File: src/rtl/bnn_fc_engine.sv
// Binary fully-connected layer engine: streams input/weight words, accumulates
// XNOR-popcount per neuron, thresholds each neuron and tracks the argmax class.
module bnn_fc_engine #(
  parameter int IL     = 48,
  parameter int NWORD  = 54,
  parameter int NOUT   = 10,
  parameter int RLAT   = 1,
  parameter int THRESH = IL*NWORD/2,
  localparam int AW = ($clog2(IL*NWORD+1) > 1) ? $clog2(IL*NWORD+1) : 1,
  localparam int RW = ($clog2(NWORD) > 1) ? $clog2(NWORD) : 1,
  localparam int WW = ($clog2(NOUT*NWORD) > 1) ? $clog2(NOUT*NWORD) : 1,
  localparam int CW = ($clog2(NOUT) > 1) ? $clog2(NOUT) : 1
) (
  input  logic          iCLK,
  input  logic          iRST,
  input  logic          iSTART,
  input  logic [IL-1:0] iDATA,
  input  logic [IL-1:0] iWEIGHT,
  output logic [RW-1:0] oRADDR,
  output logic [WW-1:0] oWADDR,
  output logic          oREN,
  output logic          oBUSY,
  output logic          oDONE,
  output logic [NOUT-1:0] oDATA,
  output logic [CW-1:0] oCLASS,
  output logic [AW-1:0] oSCORE
);

  localparam int DW = ($clog2(RLAT+1) > 1) ? $clog2(RLAT+1) : 1;
  localparam logic [AW-1:0] THR = AW'(THRESH);

  typedef enum logic [1:0] {IDLE, RUN, DRAIN, DONE} stateT;

  stateT state, nextState;

  logic [RW-1:0] wordCnt;
  logic [CW-1:0] neuronCnt;
  logic [DW-1:0] drainCnt;
  logic [AW-1:0] acc, accNext, popCnt, maxSum;
  logic [CW-1:0] maxCls;
  logic [RLAT-1:0] pipeValid, pipeLast;
  logic [CW-1:0] pipeNeuron [RLAT];
  logic lastWord, lastIssue, alignValid, alignLast, newMax;
  logic [CW-1:0] alignNeuron;

  assign lastWord    = (wordCnt == RW'(NWORD-1));
  assign lastIssue   = lastWord && (neuronCnt == CW'(NOUT-1));
  assign alignValid  = pipeValid[RLAT-1];
  assign alignLast   = pipeLast[RLAT-1];
  assign alignNeuron = pipeNeuron[RLAT-1];
  assign popCnt      = AW'($countones(~(iDATA ^ iWEIGHT)));
  assign accNext     = acc + popCnt;
  assign newMax      = (alignNeuron == '0) || (accNext > maxSum);

  always_ff @(posedge iCLK) begin
    if (iRST) state <= IDLE;
    else      state <= nextState;
  end

  always_comb begin
    nextState = state;
    case (state)
      IDLE:    if (iSTART) nextState = RUN;
      RUN:     if (lastIssue) nextState = DRAIN;
      DRAIN:   if (drainCnt == DW'(RLAT-1)) nextState = DONE;
      DONE:    nextState = IDLE;
      default: nextState = IDLE;
    endcase
  end

  always_comb begin
    oREN   = (state == RUN);
    oBUSY  = (state == RUN) || (state == DRAIN);
    oDONE  = (state == DONE);
    oRADDR = '0;
    oWADDR = '0;
    if (state == RUN) begin
      oRADDR = wordCnt;
      oWADDR = WW'(neuronCnt) * WW'(NWORD) + WW'(wordCnt);
    end
  end

  // Counters sit at zero while idle, so a run always starts from word 0 of neuron 0.
  always_ff @(posedge iCLK) begin
    if (iRST) begin
      wordCnt   <= '0;
      neuronCnt <= '0;
      drainCnt  <= '0;
    end else begin
      drainCnt <= (state == DRAIN) ? drainCnt + DW'(1) : '0;
      if (state == RUN) begin
        if (!lastWord) begin
          wordCnt <= wordCnt + RW'(1);
        end else begin
          wordCnt <= '0;
          if (!lastIssue) neuronCnt <= neuronCnt + CW'(1);
        end
      end else if (state == IDLE) begin
        wordCnt   <= '0;
        neuronCnt <= '0;
      end
    end
  end

  // Tags travel alongside the memory reads so they line up with returned data.
  always_ff @(posedge iCLK) begin
    if (iRST) begin
      pipeValid <= '0;
      pipeLast  <= '0;
      for (int i = 0; i < RLAT; i++) pipeNeuron[i] <= '0;
    end else begin
      pipeValid[0]  <= (state == RUN);
      pipeLast[0]   <= (state == RUN) && lastWord;
      pipeNeuron[0] <= neuronCnt;
      for (int i = 1; i < RLAT; i++) begin
        pipeValid[i]  <= pipeValid[i-1];
        pipeLast[i]   <= pipeLast[i-1];
        pipeNeuron[i] <= pipeNeuron[i-1];
      end
    end
  end

  // Ties keep the lowest index; the final neuron publishes class/score directly.
  always_ff @(posedge iCLK) begin
    if (iRST) begin
      acc    <= '0;
      maxSum <= '0;
      maxCls <= '0;
      oDATA  <= '0;
      oCLASS <= '0;
      oSCORE <= '0;
    end else if (state == IDLE && iSTART) begin
      acc    <= '0;
      maxSum <= '0;
      maxCls <= '0;
    end else if (alignValid) begin
      acc <= alignLast ? '0 : accNext;
      if (alignLast) begin
        oDATA[alignNeuron] <= (accNext >= THR);
        if (newMax) begin
          maxSum <= accNext;
          maxCls <= alignNeuron;
        end
        if (alignNeuron == CW'(NOUT-1)) begin
          oCLASS <= newMax ? alignNeuron : maxCls;
          oSCORE <= newMax ? accNext : maxSum;
        end
      end
    end
  end

endmodule

File: config.mk
export PLATFORM = sky130hd
export DESIGN_NAME = bnn_fc_engine
export DESIGN_NICKNAME = d
export VERILOG_FILES = /design/src/rtl/bnn_fc_engine.sv
export SDC_FILE = /design/constraint.sdc
export NUM_CORES = 1
export LEC_CHECK = 0
export CORE_ASPECT_RATIO = 1.1
export CORE_MARGIN = 2
export CORE_UTILIZATION = 52
export DETAILED_ROUTE_END_ITERATION = 16
export PLACE_DENSITY = 0.82
export SLEW_MARGIN = 10
export SYNTH_ARGS = -nofsm -noshare
export SYNTH_HDL_FRONTEND = slang
export SYNTH_SLANG_ARGS = --single-unit
File: constraint.sdc
create_clock -name iCLK -period 12.06 [get_ports iCLK]
set_clock_uncertainty 0.05 [all_clocks]
set_input_delay 1.206 -clock iCLK [delete_from_list [all_inputs] [get_ports iCLK]]
set_output_delay 1.206 -clock iCLK [all_outputs]
set_load 0.01 [all_outputs]
## Yosys cells after proc, flatten, opt, wreduce, memory -nomap -nowiden

Memories as Yosys holds them, arrays and structs flattened.
Index checks and enable logic that the tools add are counted.

- Register bits: 69
- Bits in writable memories: 4
- Output and inout port bits: 45
- Word-level logic and storage cells: 126
- Memories kept: 1

Memories:

| name | depth | width | rd ports | clocked after Yosys merged registers in | write ports | RTL line | text |
|---|---|---|---|---|---|---|---|
| pipeNeuron | 1 | 4 | 1 | 0 | 1 | 42 | `logic [CW-1:0] pipeNeuron [RLAT];` |

- Add/subtract/negate cells: 52
- $mul: 1
- $lt $le $gt $ge: 4
- Equality and inequality tests: 11
- Muxes and demuxes: 24
- Bitwise operators: 4
- Reductions and logical operators: 17

Operators by type and width:

| kind | count |
|---|---|
| adder 1 x 1 -> 2 bit | 24 |
| NOT 48 bit | 1 |
| bitwise XOR 48 bit | 1 |
| adder 2 x 2 -> 3 bit | 12 |
| adder 3 x 3 -> 4 bit | 6 |
| two-way mux 12 bit | 2 |
| two-way mux 4 bit | 6 |
| two-way mux 6 bit | 4 |
| adder 4 x 4 -> 5 bit | 3 |
| adder 12 x 7 -> 12 bit | 1 |
| >= comparator 12 x 11 -> 1 bit (second input constant) | 1 |
| > comparator 12 bit | 1 |
| adder 10 x 6 -> 10 bit | 1 |
| bitwise mux 10 bit | 1 |
| two-way mux 10 bit | 1 |
| multiplier 4 x 5 -> 9 bit (second input constant) | 1 |
| AND reduction 3 bit | 3 |
| == test 4 bit (second input constant) | 2 |
| one-hot mux 2 bit (4 select lines) | 1 |
| adder 6 x 5 -> 7 bit | 1 |
| adder 5 x 5 -> 6 bit | 1 |
| adder 6 x 1 -> 6 bit (second input constant) | 1 |
| == test 6 bit (second input constant) | 1 |
| two-way mux 2 bit | 3 |
| other kinds (20) | 34 |

## Logic depth before layout (Yosys ltp)

Gate-level depths: netlist (run 1).

- Depth after elaboration: 12
- Depth in mapped cells: 29

## Worst setup path after synthesis (run 1)

OpenSTA, ideal clock, no wires.

- Path type: in2reg
- From: input iWEIGHT[10]
- To: register maxCls[0]
- Library setup time: 0.072 ns
- Arrival: 8.768 ns
- Required time: 11.938 ns
- Setup slack: 3.171 ns
- Stages: 27
- Cells stage by stage: xor2_1 -> fa_1 -> inv_1 -> fa_1 -> inv_1 -> fa_1 -> fa_1 -> fa_1 -> fa_1 -> inv_1 -> fa_1 -> inv_1 -> fa_1 -> fa_1 -> nor2b_1 -> o31a_2 -> a2bb2oi_1 -> xor2_1 -> ha_1 -> a21oi_1 -> nor2b_1 -> a2111oi_2 -> a221oi_2 -> maj3_4 -> o21ai_4 -> buf_8 -> mux2i_1

- Cells in the longest elaborated chain, start to end: 12

RTL lines:

| item | RTL line | text |
|---|---|---|
| start, declared | 18 | `input logic [IL-1:0] iWEIGHT,` |
| bitwise XOR 48 bit | 51 | `assign popCnt = AW'($countones(~(iDATA ^ iWEIGHT)));` |
| NOT 48 bit | 51 |  |
| adder 1 x 1 -> 2 bit (implied by the code) | 51 |  |
| adder 2 x 2 -> 3 bit (implied by the code) | 51 |  |
| adder 3 x 3 -> 4 bit (implied by the code) | 51 |  |
| adder 4 x 4 -> 5 bit (implied by the code) | 51 |  |
| adder 5 x 5 -> 6 bit (implied by the code) | 51 |  |
| adder 6 x 5 -> 7 bit (implied by the code) | 51 |  |
| adder 12 x 7 -> 12 bit | 52 | `assign accNext = acc + popCnt;` |
| > comparator 12 bit | 53 | `assign newMax = (alignNeuron == '0) \|\| (accNext > maxSum);` |
| logical OR 1 bit | 53 |  |
| two-way mux 4 bit | - |  |
| end signal, assigned | 142 | `maxCls <= alignNeuron;` |
| end, declared | 40 | `logic [CW-1:0] maxCls;` |

Every way passes these cells.
A chain may end at the register's enable or synchronous reset.

## Worst setup path after layout (run 1)

- From: input iDATA[18]
- To: register maxSum[5]

- Cells in the longest elaborated chain, start to end: 12

RTL lines:

| item | RTL line | text |
|---|---|---|
| start, declared | 17 | `input logic [IL-1:0] iDATA,` |
| bitwise XOR 48 bit * | 51 |  |
| NOT 48 bit * | 51 |  |
| adder 1 x 1 -> 2 bit (implied by the code) * | 51 |  |
| adder 2 x 2 -> 3 bit (implied by the code) * | 51 |  |
| adder 3 x 3 -> 4 bit (implied by the code) * | 51 |  |
| adder 4 x 4 -> 5 bit (implied by the code) * | 51 |  |
| adder 5 x 5 -> 6 bit (implied by the code) * | 51 |  |
| adder 6 x 5 -> 7 bit (implied by the code) * | 51 |  |
| adder 12 x 7 -> 12 bit * | 52 |  |
| > comparator 12 bit | 53 |  |
| logical OR 1 bit | 53 |  |
| two-way mux 12 bit * | - |  |
| end signal, assigned | 141 | `maxSum <= accNext;` |
| end, declared | 39 | `logic [AW-1:0] acc, accNext, popCnt, maxSum;` |

Mark *: on every way between the ends. The rest lies on a longest branch, timed or not.

==> results of run 1 <==
worst max-delay path: stages:
cell	delay, ns
clkdlybuf4s50_1	0.47
xor2_1	0.23
fa_1	0.49
fa_1	0.55
inv_1	0.05
fa_1	0.49
inv_1	0.05
fa_1	0.46
fa_1	0.53
fa_1	0.55
inv_1	0.06
fa_1	0.53
inv_1	0.05
fa_1	0.44
fa_1	0.41
nor2b_1	0.17
o31a_2	0.17
a2bb2oi_1	0.37
xor2_1	0.34
ha_1	0.32
a21oi_1	0.17
nor2b_1	0.07
a2111oi_2	0.47
a221oi_2	0.17
maj3_4	0.45
o21ai_4	0.50
mux2i_1	0.30
cell usage in the layout (no fill, tap or decap), drive strengths merged, types with 3 or more instances in the layout:
master         instances
nand3                 13
clkbuf                 9
nand3b                14
xnor2                 33
nor2                  54
o21a                   4
inv                   85
and3                   3
a31oi                  5
nor4                  10
a21boi                 3
a21oi                 32
and2                  14
mux2i                 10
fa                    44
clkdlybuf4s50        142
dfxtp                 73
nand4                  5
a21o                  10
buf                    4
a211oi                 7
nor2b                 17
clkinv                 5
nor3                  14
o211ai                 8
nand2b                 8
a311oi                 6
or3                    6
nand2                 39
a22oi                  5
xor2                  33
o21ai                 22
o41ai                 10
ha                    58
nor3b                 11
registers in the layout (all words and copies together), names as in the netlist:
register / cells
oDATA: 10
neuronCnt: 4
state: 2
alignValid: 1
oCLASS: 4
pipeNeuron: 4
alignLast: 1
wordCnt: 6
oSCORE: 12
acc: 12
maxCls: 4
maxSum: 12
drainCnt: 1
cell families after synthesis:
group / after synthesis
compound gates: 128
xor+xnor: 66
fa+ha+maj: 104
buf+inv: 107
flops: 73
mux: 10
simple gates: 215
metal layers:
| layer | up-vias | part of all wire (%) |
|---|---|---|
| met5 | - | 0 |
| met4 | 0 | 2.3 |
| met3 | 36 | 6.4 |
| met2 | 189 | 51 |
| met1 | 2622 | 41 |
| li1 | 2682 | - |
cell type report:
class,count,area [µm²],area share (%)
Tap cell,150,188,2.34
Multi-Input combinational cell,523,4340,54.1
Timing Repair Buffer,146,1450,18.1
Sequential cell,73,1460,18.2
Clock buffer,9,225,2.81
Clock inverter,6,36.3,0.452
Inverter,85,319,3.98
worst paths after layout:
check                           startpoint        end  depth (start not counted)
worst max-delay path             iDATA[18]  maxSum[5]                         27
worst min-delay path              drainCnt   drainCnt                          1
worst max register to register      acc[0]  maxSum[5]                         24
worst min register to register    drainCnt   drainCnt                          1
through the flow:
step,cell area (µm²),std cells,hold WS (ns),utilization (%),worst slack [ns]
floorplan,6220,703,0.348,-,3.17
global placement,7760,977,0.364,66.9,2.26
detailed placement,7760,977,0.364,66.9,1.87
CTS,8020,992,0.372,69.2,2.16
global route,8020,992,0.406,69.2,1.80
finish,8020,992,0.370,69.2,2.18
==> key figures, run 1 <==
Outcome
  – Outcome: completed

Yosys
  – Syn nets: 904
  – Count leader, synth: inv_1
  – Ys async rst share: 0%
  – Post-synthesis simple-gate area fraction: 18.1%
  – Synth Register Bits: 73
  – Mux contribution to synthesized area: 1.61%
  – Cell variety after synth: 59
  – Synth Cell Area: 6220 µm²
  – Post-synth EDFFs: 0
  – Most used flip-flop cell after synthesis: dfxtp_1
  – Cells after Synth: 703
  – Post-synth top area share: 23.5%
  – Commonest cells in the netlist: inv_1 (85), dfxtp_1 (73), ha_1 (58)
  – XOR/XNOR Fraction of Synth Area: 9.29%
  – Cell taking the most area after synthesis: dfxtp_1
  – Adder-cell share of the synthesized area: 26.2%
  – Mean post-synth cell area: 8.85 µm²
  – Compound-Gate Fraction of Synth Area: 14.5%
  – Synth warn: 0
  – Top post-synthesis cells by area: dfxtp_1 (23%), fa_1 (14%), ha_1 (12%)
  – Largest family of logic cells by synthesized area: adder cells
  – Sequential share of the synthesized area: 23.5%

Die
  – Core ar.: 11600 µm²
  – Die area: 12900 µm²
  – Die X: 108 µm
  – Initial Util: 53.6%
  – I/O pin total: 144
  – Rows: 41
  – Die height: 119 µm

Route
  – Avg WL per Cell: 16.0 µm
  – Initial DRC count: 285
  – Total Wirelength: 15900 µm
  – Via count: 5529
  – DRT Pass-1 Iters: 5
  – Final ANT Viol Nets: 0
  – DRC: 0
  – Routed vias/inst: 5.57

GRT
  – Overflow left after global routing: 0
  – Tot GR Track Use: 24.8%
  – GR peak layer: met2
  – Met3 GRT Util: 4.58%
  – First-pass GRT wire length: 25900 µm
  – GRT met2 Usage: 43.6%
  – Global Route met1 Usage: 30.3%
  – Initial antenna violation count: 0
  – Vias in the first global route: 5603
  – Largest net degree at the start of global routing: 62

Timing
  – Slew @ Worst Pin: 0.985 ns
  – Setup TNS: 0 ns
  – Max-slew headroom: 34.3%
  – Final period utilization: 81.9%
  – Final Max Slew Viols: 0
  – Final hold vios: 0
  – RSZ-0062 raised after global routing: false
  – # setup viols final: 0
  – Max Freq: 0.101 GHz
  – Fin crit period: 9.88 ns

Clock network
  – Post-CTS Setup Inserts: 0
  – Clock latency on the worst-skew pair: 0.33 ns
  – CTS max path bufs: 2
  – Cts bufs inserted: 9
  – CTS Hold Buffers Added: 0
  – Post-CTS sizing: 0
  – Clock Tree Root: clkbuf_16
  – Clk slew on worst S/H paths: 0.06 ns
  – Clock net sink count: 73
  – CTS tree: yes
  – H-tree depth: 3

Setup path
  – Crit. End Element: flip-flop
  – Crit Path Class: in -> reg
  – Max FO, Critical Path: 15
  – Setup slack, reg-to-reg: 3.36 ns
  – Crit start category: primary input
  – Crit path DAT: 10.07 ns
  – Req. time, crit path: 12.26 ns

Flow run
  – Max_cap viols: 0

Placement
  – HPWL Detailed: 12600 µm
  – Port buffer count: 143
  – RD Place Congestion: 0.877

Cells and area
  – Area Overhead vs Synth: 29.0%
  – # diodes: 0
  – Fin nets: 1039
  – Share of cells above drive strength 1: 3.44%
  – Fillers: 909

Hold path
  – Hold Path Class: reg -> reg
Power of run 1 is left out: the tool's default activity adds up to more than one toggle a clock period on the data nets, which glitch-free logic cannot reach.
==> inputs of run 2 (changes only) <==
--- a/config.mk
+++ b/config.mk
@@ -7,9 +7,9 @@
 export LEC_CHECK = 0
 export CORE_ASPECT_RATIO = 1.1
 export CORE_MARGIN = 2
-export CORE_UTILIZATION = 52
+export CORE_UTILIZATION = 47
 export DETAILED_ROUTE_END_ITERATION = 16
-export PLACE_DENSITY = 0.82
+export PLACE_DENSITY = 0.78
 export SLEW_MARGIN = 10
 export SYNTH_ARGS = -nofsm -noshare
 export SYNTH_HDL_FRONTEND = slang
==> constraint.sdc (replaced) <==
create_clock -name iCLK -period 8.6 [get_ports iCLK]
set_clock_uncertainty 0.05 [all_clocks]
set_input_delay 0.86 -clock iCLK [delete_from_list [all_inputs] [get_ports iCLK]]
set_output_delay 0.86 -clock iCLK [all_outputs]
set_load 0.01 [all_outputs]
==> key figures, run 2 (same netlist as run 1, synthesis figures left out) <==
Outcome
  – Outcome: completed

Timing
  – Final period utilization: 97.8%
  – Slew @ Worst Pin: 0.976 ns
  – Final hold vios: 0
  – Max-slew headroom: 34.9%
  – Max Freq: 0.119 GHz
  – # setup viols final: 0
  – Setup TNS: 0 ns
  – Final Max Slew Viols: 0
  – Fin crit period: 8.41 ns

Route
  – Avg WL per Cell: 15.5 µm
  – DRT Pass-1 Iters: 5
  – Via count: 5508
  – Met3 WL post-DR: 1090 µm
  – DRC: 0
  – Routed met1 length: 6910 µm
  – Total Wirelength: 16100 µm
  – Routed vias/inst: 5.33
  – Final ANT Viol Nets: 0
  – Uppermost routed layer: met4
  – WL met2: 7790 µm
  – Initial DRC count: 357

Setup path
  – Crit. End Element: flip-flop
  – Setup crit start: iDATA[28]
  – Critical path buffer and inverter count: 4
  – Crit Path Class: in -> reg
  – Most numerous cell on the critical path: fa_1
  – RR Startpoint: acc[0]
  – Max FO, Critical Path: 8
  – Crit start category: primary input
  – Slowest-stage cell, CP: fa_1
  – Crit path DAT: 8.64 ns
  – FF-to-FF End: maxSum[3]
  – Critical path's top delay family: adder cells
  – Req. time, crit path: 8.82 ns
  – Max incr delay on CP: 0.57 ns
  – Setup slack, reg-to-reg: 1.04 ns
  – R2R cell count: 26

Die
  – Die height: 125 µm
  – Rows: 44
  – Core ar.: 13000 µm²
  – Initial Util: 47.7%
  – Die area: 14200 µm²
  – Die X: 114 µm
  – I/O pin total: 144

Hold path
  – Hold Path Class: reg -> reg
  – Hold path startpoint: drainCnt
  – Worst hold endpoint: drainCnt
  – Hold path depth: 1

GRT
  – Largest net degree at the start of global routing: 62
  – Tot GR Track Use: 22.2%
  – Initial antenna violation count: 0
  – Vias in the first global route: 5275
  – Overflow left after global routing: 0
  – First-pass GRT wire length: 25700 µm

Cells and area
  – Area Overhead vs Synth: 36.3%
  – Commonest non-fill, non-tap cells in the layout: clkdlybuf4s50_1 (127), inv_1 (82), dfxtp_1 (73)
  – Fin nets: 1069
  – Commonest non-fill, non-tap cell in the layout: clkdlybuf4s50_1
  – Regs by FF count: acc (12), maxSum (12), oSCORE (12)
  – Fillers: 1057
  – Share of cells above drive strength 1: 9.51%
  – # diodes: 0

Clock network
  – Clk slew on worst S/H paths: 0.06 ns
  – Clock Tree Root: clkbuf_16
  – H-tree depth: 3
  – Clock net sink count: 73
  – CTS max path bufs: 2
  – Cts bufs inserted: 9
  – CTS tree: yes
  – CTS Hold Buffers Added: 0
  – Clock latency on the worst-skew pair: 0.35 ns

Placement
  – HPWL Detailed: 12000 µm
  – Port buffer count: 143
  – RD Place Congestion: 0.883

Flow run
  – Max_cap viols: 0
-- run 2: cell types whose count changed in the layout (fill, tap and decap cells not counted), moves of 3 or more --
| cell | previous run | this run |
|---|---|---|
| xor2_1 | 33 | 30 |
| buf_4 | 3 | 29 |
| clkdlybuf4s50_1 | 142 | 127 |
| inv_6 | 0 | 3 |
| inv_1 | 85 | 82 |
| xnor2_2 | 0 | 7 |
| inv_2 | 0 | 3 |
| xor2_2 | 0 | 3 |
| xnor2_1 | 33 | 26 |
| dlymetal6s2s_1 | 0 | 15 |
-- run 2: metrics by stage --
step	instance area (µm²)	hold WS [ns]	setup slack, ns	cells	util [%]
after floorplan	6220	0.348	0.0565	703	-
after global placement	7980	0.358	-0.406	1013	61.1
after detailed placement	7980	0.375	-0.584	1013	61.1
after CTS	8350	0.382	0.0257	1033	64.0
after global routing	8480	0.407	-0.0411	1034	65.0
final	8480	0.383	0.186	1034	65.0
-- run 2: final cells by class --
type / count / area (µm²) / share of cell area (%)
repair buffers: 176 / 1730 / 20.4
flip-flops and latches: 73 / 1460 / 17.2
well taps: 161 / 201 / 2.38
multi-input cells: 523 / 4470 / 52.7
clock inverters: 7 / 73.8 / 0.871
clock buffers: 9 / 225 / 2.66
inverters: 85 / 319 / 3.76
-- run 2: metal layers --
metal,track usage (%),vias to the layer above
met5,0,-
met4,6.31,0
met3,5.45,22
met2,36.2,174
li1,-,2739
met1,29.2,2573
-- run 2: worst max-delay path by stage --
| stage | to | cells past startpoint |
|---|---|---|
| after detailed placement | maxCls[0] | 28 |
| after global placement | oSCORE[7] | 28 |
| after CTS | maxSum[3] | 29 |
| after global routing | maxSum[6] | 27 |
| after floorplan | maxCls[0] | 27 |
| final | maxSum[3] | 27 |
-- run 2: what timing repair did --
| item | CTS | global route |
|---|---|---|
| pin swaps | 12 | 28 |
| buffers inserted | 3 | 1 |
| endpoints found under the hold margin | 0 | 0 |
| gates cloned | 1 | 0 |
| resized for setup | 8 | 33 |
| endpoints found under the setup margin | 30 | 30 |
Power of run 2 is left out for the same reason.
==> inputs of run 3 (changes only) <==
--- a/config.mk
+++ b/config.mk
@@ -5,10 +5,11 @@
 export SDC_FILE = /design/constraint.sdc
 export NUM_CORES = 1
 export LEC_CHECK = 0
-export CORE_ASPECT_RATIO = 1.1
+export CAP_MARGIN = 20
 export CORE_MARGIN = 2
 export CORE_UTILIZATION = 47
 export DETAILED_ROUTE_END_ITERATION = 16
+export MAX_ROUTING_LAYER = met4
 export PLACE_DENSITY = 0.78
 export SLEW_MARGIN = 10
 export SYNTH_ARGS = -nofsm -noshare
==> key figures, run 3 (same netlist as run 1, synthesis figures left out) <==
Flow run
  – Max_cap viols: 0

Timing
  – Fin crit period: 8.32 ns
  – # setup viols final: 0
  – Final period utilization: 96.8%
  – Final hold vios: 0
  – Slew @ Worst Pin: 0.993 ns
  – Max Freq: 0.120 GHz
  – Final Max Slew Viols: 0
  – Max-slew headroom: 33.8%

Clock network
  – Clock Tree Root: clkbuf_16
  – H-tree depth: 3
  – CTS max path bufs: 2
  – Clock latency on the worst-skew pair: 0.33 ns
  – Cts bufs inserted: 9
  – Clock net sink count: 73
  – Clk slew on worst S/H paths: 0.06 ns
  – CTS Hold Buffers Added: 0
  – CTS tree: yes

Cells and area
  – Non-Filler Instances: 1048
  – # diodes: 0
  – Fin nets: 1068
  – Fillers: 1033
  – Multi-input logic area: 4560 µm²
  – Regs by FF count: acc (12), maxSum (12), oSCORE (12)
  – Commonest non-fill, non-tap cell in the layout: clkdlybuf4s50_1
  – Share of cells above drive strength 1: 10.4%
  – Area Overhead vs Synth: 39.0%
  – Commonest non-fill, non-tap cells in the layout: clkdlybuf4s50_1 (103), inv_1 (81), dfxtp_1 (73)
  – Final Util: 66.1%
  – Register area: 1460 µm²

Route
  – Routed vias/inst: 5.22
  – DRT Pass-1 Iters: 5
  – Final ANT Viol Nets: 0
  – Initial DRC count: 302
  – Avg WL per Cell: 14.5 µm
  – Via count: 5472
  – DRC: 0
  – Total Wirelength: 15200 µm

Placement
  – Port buffer count: 143
  – RD Place Congestion: 0.910
  – Inst Count DP: 1027
  – HPWL Detailed: 11500 µm

Setup path
  – Crit path DAT: 8.53 ns
  – Crit start category: primary input
  – Crit Path Class: in -> reg
  – FF-to-FF End: maxSum[4]
  – Setup slack, reg-to-reg: 1.01 ns
  – Slowest-stage cell, CP: fa_1
  – Critical path buffer and inverter count: 5
  – Req. time, crit path: 8.81 ns
  – Crit. End Element: flip-flop
  – RR Startpoint: acc[0]
  – Max incr delay on CP: 0.57 ns
  – Max FO, Critical Path: 6
  – Critical path's top delay family: adder cells
  – R2R cell count: 26
  – Most numerous cell on the critical path: fa_1

GRT
  – Largest net degree at the start of global routing: 62
  – Vias in the first global route: 5263
  – Overflow left after global routing: 0
  – Tot GR Track Use: 21.6%
  – First-pass GRT wire length: 24600 µm
  – Initial antenna violation count: 0

Hold path
  – Hold path depth: 1
  – Hold path startpoint: drainCnt
  – Worst hold endpoint: drainCnt
  – Hold Path Class: reg -> reg

Die
  – Die height: 119 µm
  – Die X: 119 µm
  – Initial Util: 47.5%
  – Core ar.: 13100 µm²
  – Rows: 42
  – I/O pin total: 144
  – Die area: 14200 µm²

Outcome
  – Outcome: completed
run 3: cell types whose count changed in the layout (fill, tap and decap cells not counted), sizes merged:
cell | previous run | this run
maj3 | 2 | 3
dlymetal6s2s | 15 | 39
inv | 88 | 85
clkbuf | 9 | 12
clkdlybuf4s50 | 127 | 103
buf | 34 | 32
run 3: final cells by class:
class,count,share of cell area (%)
Sequential cell,73,16.9
Clock inverter,4,0.593
Inverter,85,3.69
Timing Repair Buffer,174,20.5
Tap cell,176,2.55
Clock buffer,12,2.97
Multi-Input combinational cell,524,52.8
run 3: worst max-delay path by stage:
stage	startpoint	end	slack [ns]	cells after the start
finish	iWEIGHT[32]	maxSum[4]	0.28	27
detailed placement	iDATA[18]	maxCls[0]	-0.55	28
floorplan	iWEIGHT[10]	maxCls[0]	0.06	27
global route	iWEIGHT[22]	maxSum[4]	-0.01	30
CTS	iWEIGHT[10]	maxSum[4]	0.02	28
global placement	iDATA[18]	maxCls[0]	-0.41	28
run 3: what timing repair did:
item                       in CTS  in global routing
resized for setup              10                 66
gates cloned                    2                  0
setup buffers                   2                  1
pin swaps                      10                 39
setup endpoints to repair      30                 30
run 3: through the flow:
stage | setup TNS, ns | worst slack, ns | hold slack [ns] | cell area, µm²
after global routing | -0.0122 | -0.0122 | 0.407 | 8640
after global placement | -11.01 | -0.407 | 0.367 | 7990
after floorplan | 0 | 0.0565 | 0.348 | 6220
after CTS | 0 | 0.0166 | 0.382 | 8390
final | 0 | 0.275 | 0.382 | 8640
after detailed placement | -14.47 | -0.546 | 0.370 | 7990
run 3: layer usage:
metal	global-route usage [%]	part of all wire [%]
met1	27.6	43
met2	34.8	49
met3	4.89	6.2
met4	5.73	1.7
met5	-	0
Power of run 3 is left out for the same reason.
